===== config.mk =====
export PLATFORM = sky130hd
export DESIGN_NAME = chunked_subtractor
export DESIGN_NICKNAME = d
export VERILOG_FILES = /design/src/rtl/chunked_subtractor.sv
export SDC_FILE = /design/constraint.sdc
export NUM_CORES = 1
export LEC_CHECK = 0
export ABC_CLOCK_PERIOD_IN_PS = 12130
export CORE_MARGIN = 4
export CORE_UTILIZATION = 55
export CTS_CLUSTER_SIZE = 8
export DETAILED_ROUTE_END_ITERATION = 8
export GPL_TIMING_DRIVEN = 1
export PLACE_DENSITY = 0.85
export SLEW_MARGIN = 20
export SYNTH_ARGS = -nofsm -noshare
export SYNTH_HDL_FRONTEND = slang
export SYNTH_SLANG_ARGS = --single-unit

===== constraint.sdc =====
create_clock -name clk -period 12.13 [get_ports clk]
set_clock_uncertainty 0.15 [all_clocks]
set_input_delay 3.0325 -clock clk [delete_from_list [all_inputs] [get_ports clk]]
set_output_delay 3.0325 -clock clk [all_outputs]
set_load 0.05 [all_outputs]

===== src/rtl/chunked_subtractor.sv =====
// Multi-cycle wide subtractor: A - B - borrow_in, one CHUNK_WIDTH slice per cycle.
// Optional signed overflow output when SUB_OVERFLOW_EN is defined.
module chunked_subtractor #(
  parameter int CHUNK_WIDTH = 8,
  parameter int NUM_CHUNKS  = 4,
  localparam int W = CHUNK_WIDTH * NUM_CHUNKS
) (
  input  logic         clk,
  input  logic         rst_n,
  input  logic         in_valid,
  output logic         in_ready,
  input  logic [W-1:0] op_a,
  input  logic [W-1:0] op_b,
  input  logic         borrow_in,
  output logic         out_valid,
  input  logic         out_ready,
  output logic [W-1:0] diff,
  output logic         borrow_out,
`ifdef SUB_OVERFLOW_EN
  output logic         overflow,
`endif
  output logic         zero
);

  localparam int KW = (NUM_CHUNKS > 1) ? $clog2(NUM_CHUNKS) : 1;
  localparam logic [KW-1:0] K_LAST = KW'(NUM_CHUNKS - 1);

  typedef enum logic [1:0] {
    IDLE = 2'd0,
    RUN  = 2'd1,
    DONE = 2'd2
  } state_t;

  state_t                 r_state;
  logic [W-1:0]           r_a;
  logic [W-1:0]           r_b;
  logic [W-1:0]           r_diff;
  logic [KW-1:0]          r_k;
  logic                   r_c;
  logic                   r_zacc;
  logic                   r_borrow;
  logic                   r_zero;
`ifdef SUB_OVERFLOW_EN
  logic                   r_ovf;
`endif

  logic [CHUNK_WIDTH-1:0] w_sa;
  logic [CHUNK_WIDTH-1:0] w_sb;
  logic [CHUNK_WIDTH-1:0] w_g;
  logic [CHUNK_WIDTH-1:0] w_p;
  logic [CHUNK_WIDTH-1:0] w_s;
  logic                   w_cy;
  logic                   w_sz;

  assign w_sa = r_a[r_k*CHUNK_WIDTH +: CHUNK_WIDTH];
  assign w_sb = ~r_b[r_k*CHUNK_WIDTH +: CHUNK_WIDTH];
  assign w_g  = w_sa & w_sb;
  assign w_p  = w_sa ^ w_sb;
  assign w_sz = (w_s == '0);

  // generate/propagate carry chain across the slice
  always_comb begin
    w_cy = r_c;
    w_s  = '0;
    for (int i = 0; i < CHUNK_WIDTH; i++) begin
      w_s[i] = w_p[i] ^ w_cy;
      w_cy   = w_g[i] | (w_p[i] & w_cy);
    end
  end

  always_ff @(posedge clk or negedge rst_n) begin
    if (!rst_n) begin
      r_state  <= IDLE;
      r_a      <= '0;
      r_b      <= '0;
      r_diff   <= '0;
      r_k      <= '0;
      r_c      <= 1'b0;
      r_zacc   <= 1'b0;
      r_borrow <= 1'b0;
      r_zero   <= 1'b0;
`ifdef SUB_OVERFLOW_EN
      r_ovf    <= 1'b0;
`endif
    end else begin
      unique case (r_state)
        IDLE: begin
          if (in_valid) begin
            r_a     <= op_a;
            r_b     <= op_b;
            r_c     <= ~borrow_in;
            r_k     <= '0;
            r_zacc  <= 1'b1;
            r_state <= RUN;
          end
        end
        RUN: begin
          r_diff[r_k*CHUNK_WIDTH +: CHUNK_WIDTH] <= w_s;
          r_c    <= w_cy;
          r_zacc <= r_zacc & w_sz;
          r_k    <= r_k + 1'b1;
          if (r_k == K_LAST) begin
            r_borrow <= ~w_cy;
            r_zero   <= r_zacc & w_sz;
`ifdef SUB_OVERFLOW_EN
            r_ovf    <= (r_a[W-1] != r_b[W-1]) &
                        (w_s[CHUNK_WIDTH-1] != r_a[W-1]);
`endif
            r_state  <= DONE;
          end
        end
        DONE: begin
          if (out_ready) r_state <= IDLE;
        end
        default: r_state <= IDLE;
      endcase
    end
  end

  assign in_ready   = (r_state == IDLE);
  assign out_valid  = (r_state == DONE);
  assign diff       = r_diff;
  assign borrow_out = r_borrow;
  assign zero       = r_zero;
`ifdef SUB_OVERFLOW_EN
  assign overflow   = r_ovf;
`endif

endmodule


## After elaboration in Yosys (flattened, before gate mapping)

Index checks and enable logic that the tools add are counted.

| operators by class | value |
|---|---|
| shift-type cells | 4 |
| bitwise logic cells | 30 |
| reductions and logical operators | 7 |
| equality and inequality tests | 6 |
| $add $sub $neg | 2 |
| mux-type cells | 11 |

Operators with widths:

| kind | number |
|---|---|
| variable part select 32 x 6 -> 8 bit | 2 |
| negation 5 -> 34 bit | 1 |
| variable shift 8 x 34 -> 32 bit, first input constant | 1 |
| variable part select 8 x 34 -> 32 bit | 1 |
| bitwise mux 32 bit | 1 |
| AND 1 bit | 9 |
| AND 8 bit | 1 |
| zero test 8 bit | 1 |
| 2-to-1 mux 2 bit | 4 |
| inverter 8 bit | 1 |
| bitwise OR 1 bit | 8 |
| XOR 1 bit | 8 |
| XOR 8 bit | 1 |
| case mux 2 bit (3 select lines) | 1 |
| AND reduction 2 bit | 3 |
| == test 2 bit, second input constant | 2 |
| != test 2 bit, second input constant | 2 |
| case mux 1 bit (2 select lines) | 2 |
| case mux 2 bit (2 select lines) | 1 |
| AND reduction 3 bit | 1 |
| adder 2 x 1 -> 2 bit, second input constant | 1 |
| == test 2 x 1 -> 1 bit, second input constant | 1 |
| zero test 2 bit | 1 |
| 2-to-1 mux 1 bit | 2 |
| other kinds (3) | 4 |

| storage, ports and cells | value |
|---|---|
| output and inout port bits | 36 |
| bits in registers | 104 |

## Depth between registers and ports, before layout

| depth | value |
|---|---|
| depth after elaboration | 21 |
| mapped depth | 17 |

## Worst setup path after synthesis

No wires, ideal clock.

| timing | value |
|---|---|
| path kind | register to register |
| start | reg r_k[0] |
| end | reg r_zero, in the netlist zero |
| clock period less this slack | 4.829 ns |
| path buffers | 1 |
| path slack | 7.301 ns |
| data required time | 11.897 ns |
| stages on the path, launching flop included | 18 |
| arrival | 4.596 ns |
| library setup time | 0.083 ns |
| cell sequence | dfrtp_1 > buf_6 > mux4_2 > inv_1 > fa_1 > inv_1 > fa_1 > fa_1 > fa_1 > fa_1 > inv_1 > fa_1 > inv_1 > fa_1 > fa_1 > nor4b_1 > nand4_1 > o21ai_0 |

| between the ends | value |
|---|---|
| longest elaborated chain between the ends | 20 |
| elaborated cells on any way between the ends | 31 |
| those cells by class | 1 x eq/ne; 2 x shift; 26 x bitwise; 2 x reduce/logical |

Ends and longest elaborated chain:

| what | RTL line | RTL |
|---|---|---|
| start, declared | 38 | `logic [KW-1:0] r_k;` |
| start signal, assigned | 101 | `r_k <= r_k + 1'b1;` |
| variable part select 32 x 6 -> 8 bit | 56 | `assign w_sb = ~r_b[r_k*CHUNK_WIDTH +: CHUNK_WIDTH];` |
| inverter 8 bit | 56 |  |
| XOR 8 bit | 58 | `assign w_p = w_sa ^ w_sb;` |
| AND 1 bit | 67 | `w_cy = w_g[i] \| (w_p[i] & w_cy);` |
| bitwise OR 1 bit | 67 |  |
| AND 1 bit | 67 |  |
| bitwise OR 1 bit | 67 |  |
| AND 1 bit | 67 |  |
| [... 4 more ...] | -- |  |
| bitwise OR 1 bit | 67 |  |
| AND 1 bit | 67 |  |
| bitwise OR 1 bit | 67 |  |
| AND 1 bit | 67 |  |
| bitwise OR 1 bit | 67 |  |
| XOR 1 bit | 66 | `w_s[i] = w_p[i] ^ w_cy;` |
| zero test 8 bit | 59 | `assign w_sz = (w_s == '0);` |
| AND 1 bit | 104 | `r_zero <= r_zacc & w_sz;` |
| end signal, assigned | 104 |  |
| end, declared | 42 | `logic r_zero;` |

Parallel ways exist; a longest one is shown, timed or not.
A chain may end at the register's enable or synchronous reset.

## Worst setup path in the final report

Ends and elaborated chain as after synthesis.

==> flow_summary.ini <==
[synth]
synth_edf_count = 0
ys.flop_type = dfrtp_1
syn-num-nets = 384
synth_seq_area_share_pct = 52.7
synth_area_um2 = 4930
synth_cell_types = 31
synthCells = 301
synthXorXnorAreaFrac_pct = 0
synth-simple-area-share_pct = 3.52
synth_seq_cells = 104
synth-compound-area-share_pct = 7.05
synthAdderAreaFrac_pct = 4.77
synth_top_family_by_area = multiplexers
synth.mux.area_fraction_pct = 26.5
synth-async-reset-ratio_pct = 100
yosysWarnings = 0
syn_area_per_cell_um2 = 16.4

[clock_network]
cts_tree = done
root_buffer = clkbuf_8
cts_buffer_depth = 2
insertion_delay_ns = 0.35
numCtsBuffers = 9
cts_hold_buf = 0
cts.sinks = 104
cts_setup_buffers = 0
cts_resized = 0
htreeDepth = 3
clkTransAtPathRegs_ns = 0.10

[grt]
antenna_found_initial = 0
grt-ovfl-total = 0
grt_pass1_vias = 3009
grt_pass1_wl_mm = 15.9
grt_max_degree = 65
grt_usage_pct = 20.0

[route]
wl_per_cell_um = 19.4
via_per_inst = 5.54
drtIter0Drc = 163
wl_mm = 10.0
ant_nets = 0
firstDrtPassIters = 4
drc = 0
vias = 2861

[setup_path]
crit_arrival_ns = 5.61
critPathLaunchType = register
rr_endpoint = zero
rr_worst_depth = 17
critPathMaxFanout = 14
crit_start = r_k[0]
cp-endpoint = zero
worstPathRequired_ns = 12.26
crit_chain = buf_4, mux4_2, inv_1, fa_1, inv_1, fa_1, fa_1, fa_1, fa_1, inv_1, fa_1, inv_1, fa_1, fa_1, nor4b_1, nand4_1, o21ai_0
r2r_slack_ns = 6.65
worstSetupPathType = reg2reg
critPathSlowestCell = dfrtp_1
reg2reg_from = r_k[0]
setup.worst_path.end_class = register
cpMostUsedCell = fa_1
max_stage_delay_ns = 0.65

[cells_and_area]
drive_gt1_share_pct = 25.2
synthToLayoutAreaGrowth_pct = 24.4
num-nets-final = 486
diodes = 0
finalCoreUtilization_pct = 70.4

[floorplan]
io_pins = 105
die_h_um = 103
rows = 34
die_w_um = 103
die-area_um2 = 10600
core_area_um2 = 8720
initial_utilization_pct = 56.6

[sta]
finalSetupViolations = 0
setup_tns_ns = 0
fin_crit_sh_pct = 45.1
rsz0062_at_grt = no
period_minus_slack_ns = 5.48
max_slew_margin_pct = 25.5
worst_pin_slew_ns = 1.12
clock.fmax_ghz = 0.183
hold_viol = 0
drv_slew = 0
finalWorstSetupSlack_ns = 6.65

[worst_hold_path]
hp-class = reg2reg

[power]
power_density_nw_per_um2 = 308
leakage_nw = 2.73
irDropWorstVdd_uv = 136

[placed_design]
dp_hpwl_mm = 7.56
place.gp.congestion = 0.810
port_buffers = 104
place_ws_ns = 6.63

[run]
maxCapViolations = 0

[run_status]
status = finished clean
## logic make-up (layout without fill, tap and decap cells)
kind of cell | after synthesis | in the layout
flops | 104 | 104
mux | 80 | 80
compound gates | 43 | 43
buf+inv | 34 | 141
simple gates | 26 | 26
fa+ha+maj | 14 | 14
## layer usage
metal / track usage (%) / part of all wire [%] / vias up
met4: 6.05 / 1.7 / 0
met1: 28.3 / 44 / 1447
met2: 32.0 / 48 / 101
met5: 0 / 0 / -
met3: 3.59 / 6.4 / 12
li1: - / - / 1301
## per-stage QoR
| stage | area, um2 | instances | total power, mW | hold WS, ns |
|---|---|---|---|---|
| 2_1_floorplan | 4930 | 301 | 1.39 | 0.300 |
| 3_3_place_gp | 5940 | 500 | 1.65 | 0.325 |
| 3_5_place_dp | 5940 | 500 | 1.69 | 0.338 |
| 4_1_cts | 6140 | 516 | 1.90 | 0.363 |
| 5_1_grt | 6140 | 516 | 2.00 | 0.379 |
| 6_report | 6140 | 516 | 1.89 | 0.361 |
## state kept, by name, summed over array words and instances, names as in the netlist
name / count
diff: 32
r_a: 32
r_b: 32
r_k: 2
r_state: 2
borrow_out: 1
r_c: 1
r_zacc: 1
zero: 1
## worst max-delay path: cells and delay by family (launching register included)
family / cells / cell delay [ns]
AND/OR/NAND/NOR: 2 / 0.47
multiplexers: 1 / 0.53
flip-flops: 1 / 0.65
buffers and inverters: 5 / 0.66
AO/OA/AOI/OAI: 1 / 0.15
adder cells (fa/ha/maj): 8 / 2.79
## how the worst min path moves through the flow
stage	endpoint	slack [ns]	cells past startpoint	startpoint
after floorplan	r_c	0.30	2	r_c
after global placement	borrow_out	0.32	2	borrow_out
after detailed placement	r_b[22]	0.34	1	r_b[22]
after CTS	zero	0.36	2	zero
after global routing	diff[28]	0.38	1	diff[28]
final	diff[28]	0.36	1	diff[28]
## layout make-up
type                       instances  area (um2)
sequential                       104        2600
fill                             550        2580
multi-input combinational        163        2070
timing repair buffer             108        1070
clock buffer                      11         141
tap                              108         135
inverter                          17        63.8
clock inverter                     5        56.3
## synth_stat cells, types with 2 or more instances
library cell / number / area share, %
o21ai_0: 5 / 0.51
nand2_1: 9 / 0.68
buf_6: 4 / 0.91
buf_2: 5 / 0.51
fa_1: 8 / 3.2
mux2_2: 4 / 0.91
a22o_1: 33 / 5.9
ha_1: 6 / 1.5
buf_4: 2 / 0.30
buf_12: 6 / 2.4
a21oi_1: 2 / 0.20
mux2_4: 60 / 18
mux4_2: 16 / 7.3
nor2b_1: 2 / 0.25
inv_1: 17 / 1.3
nor2_1: 3 / 0.23
and4_1: 2 / 0.36
dfrtp_1: 104 / 53
## where the power goes
group	switching (mW)	leakage, nW	total [mW]	internal, mW
clock	0.113	0.0993	0.214	0.101
sequential	0.104	1.29	0.601	0.497
combinational	0.562	1.34	1.07	0.511
## placed cells by master, fill, tap and decap left out
master | netlist | layout
a21oi_1 | 2 | 2
a22o_1 | 33 | 33
a2bb2oi_1 | 1 | 1
and4_1 | 2 | 2
and4b_1 | 1 | 1
buf_4 | 2 | 5
bufinv_16 | 0 | 1
clkbuf_1 | 0 | 1
clkbuf_8 | 0 | 10
clkdlybuf4s50_1 | 0 | 103
clkinv_2 | 0 | 2
clkinv_4 | 0 | 1
clkinvlp_4 | 0 | 1
dfrtp_1 | 104 | 104
fa_1 | 8 | 8
ha_1 | 6 | 6
inv_1 | 17 | 17
mux2_2 | 4 | 4
mux2_4 | 60 | 60
mux4_2 | 16 | 16
nand2_1 | 9 | 9
nand2b_1 | 1 | 1
nand2b_4 | 1 | 1
nand3b_1 | 1 | 1
nand4_1 | 1 | 1
nor2_1 | 3 | 3
nor2b_1 | 2 | 2
nor3_1 | 1 | 1
nor3b_4 | 0 | 1
nor4_4 | 1 | 1
nor4b_1 | 1 | 1
o21ai_0 | 5 | 5
o21bai_1 | 1 | 1
o31ai_1 | 1 | 1
or2b_1 | 1 | 1
Power figures use the tool's default switching activity.
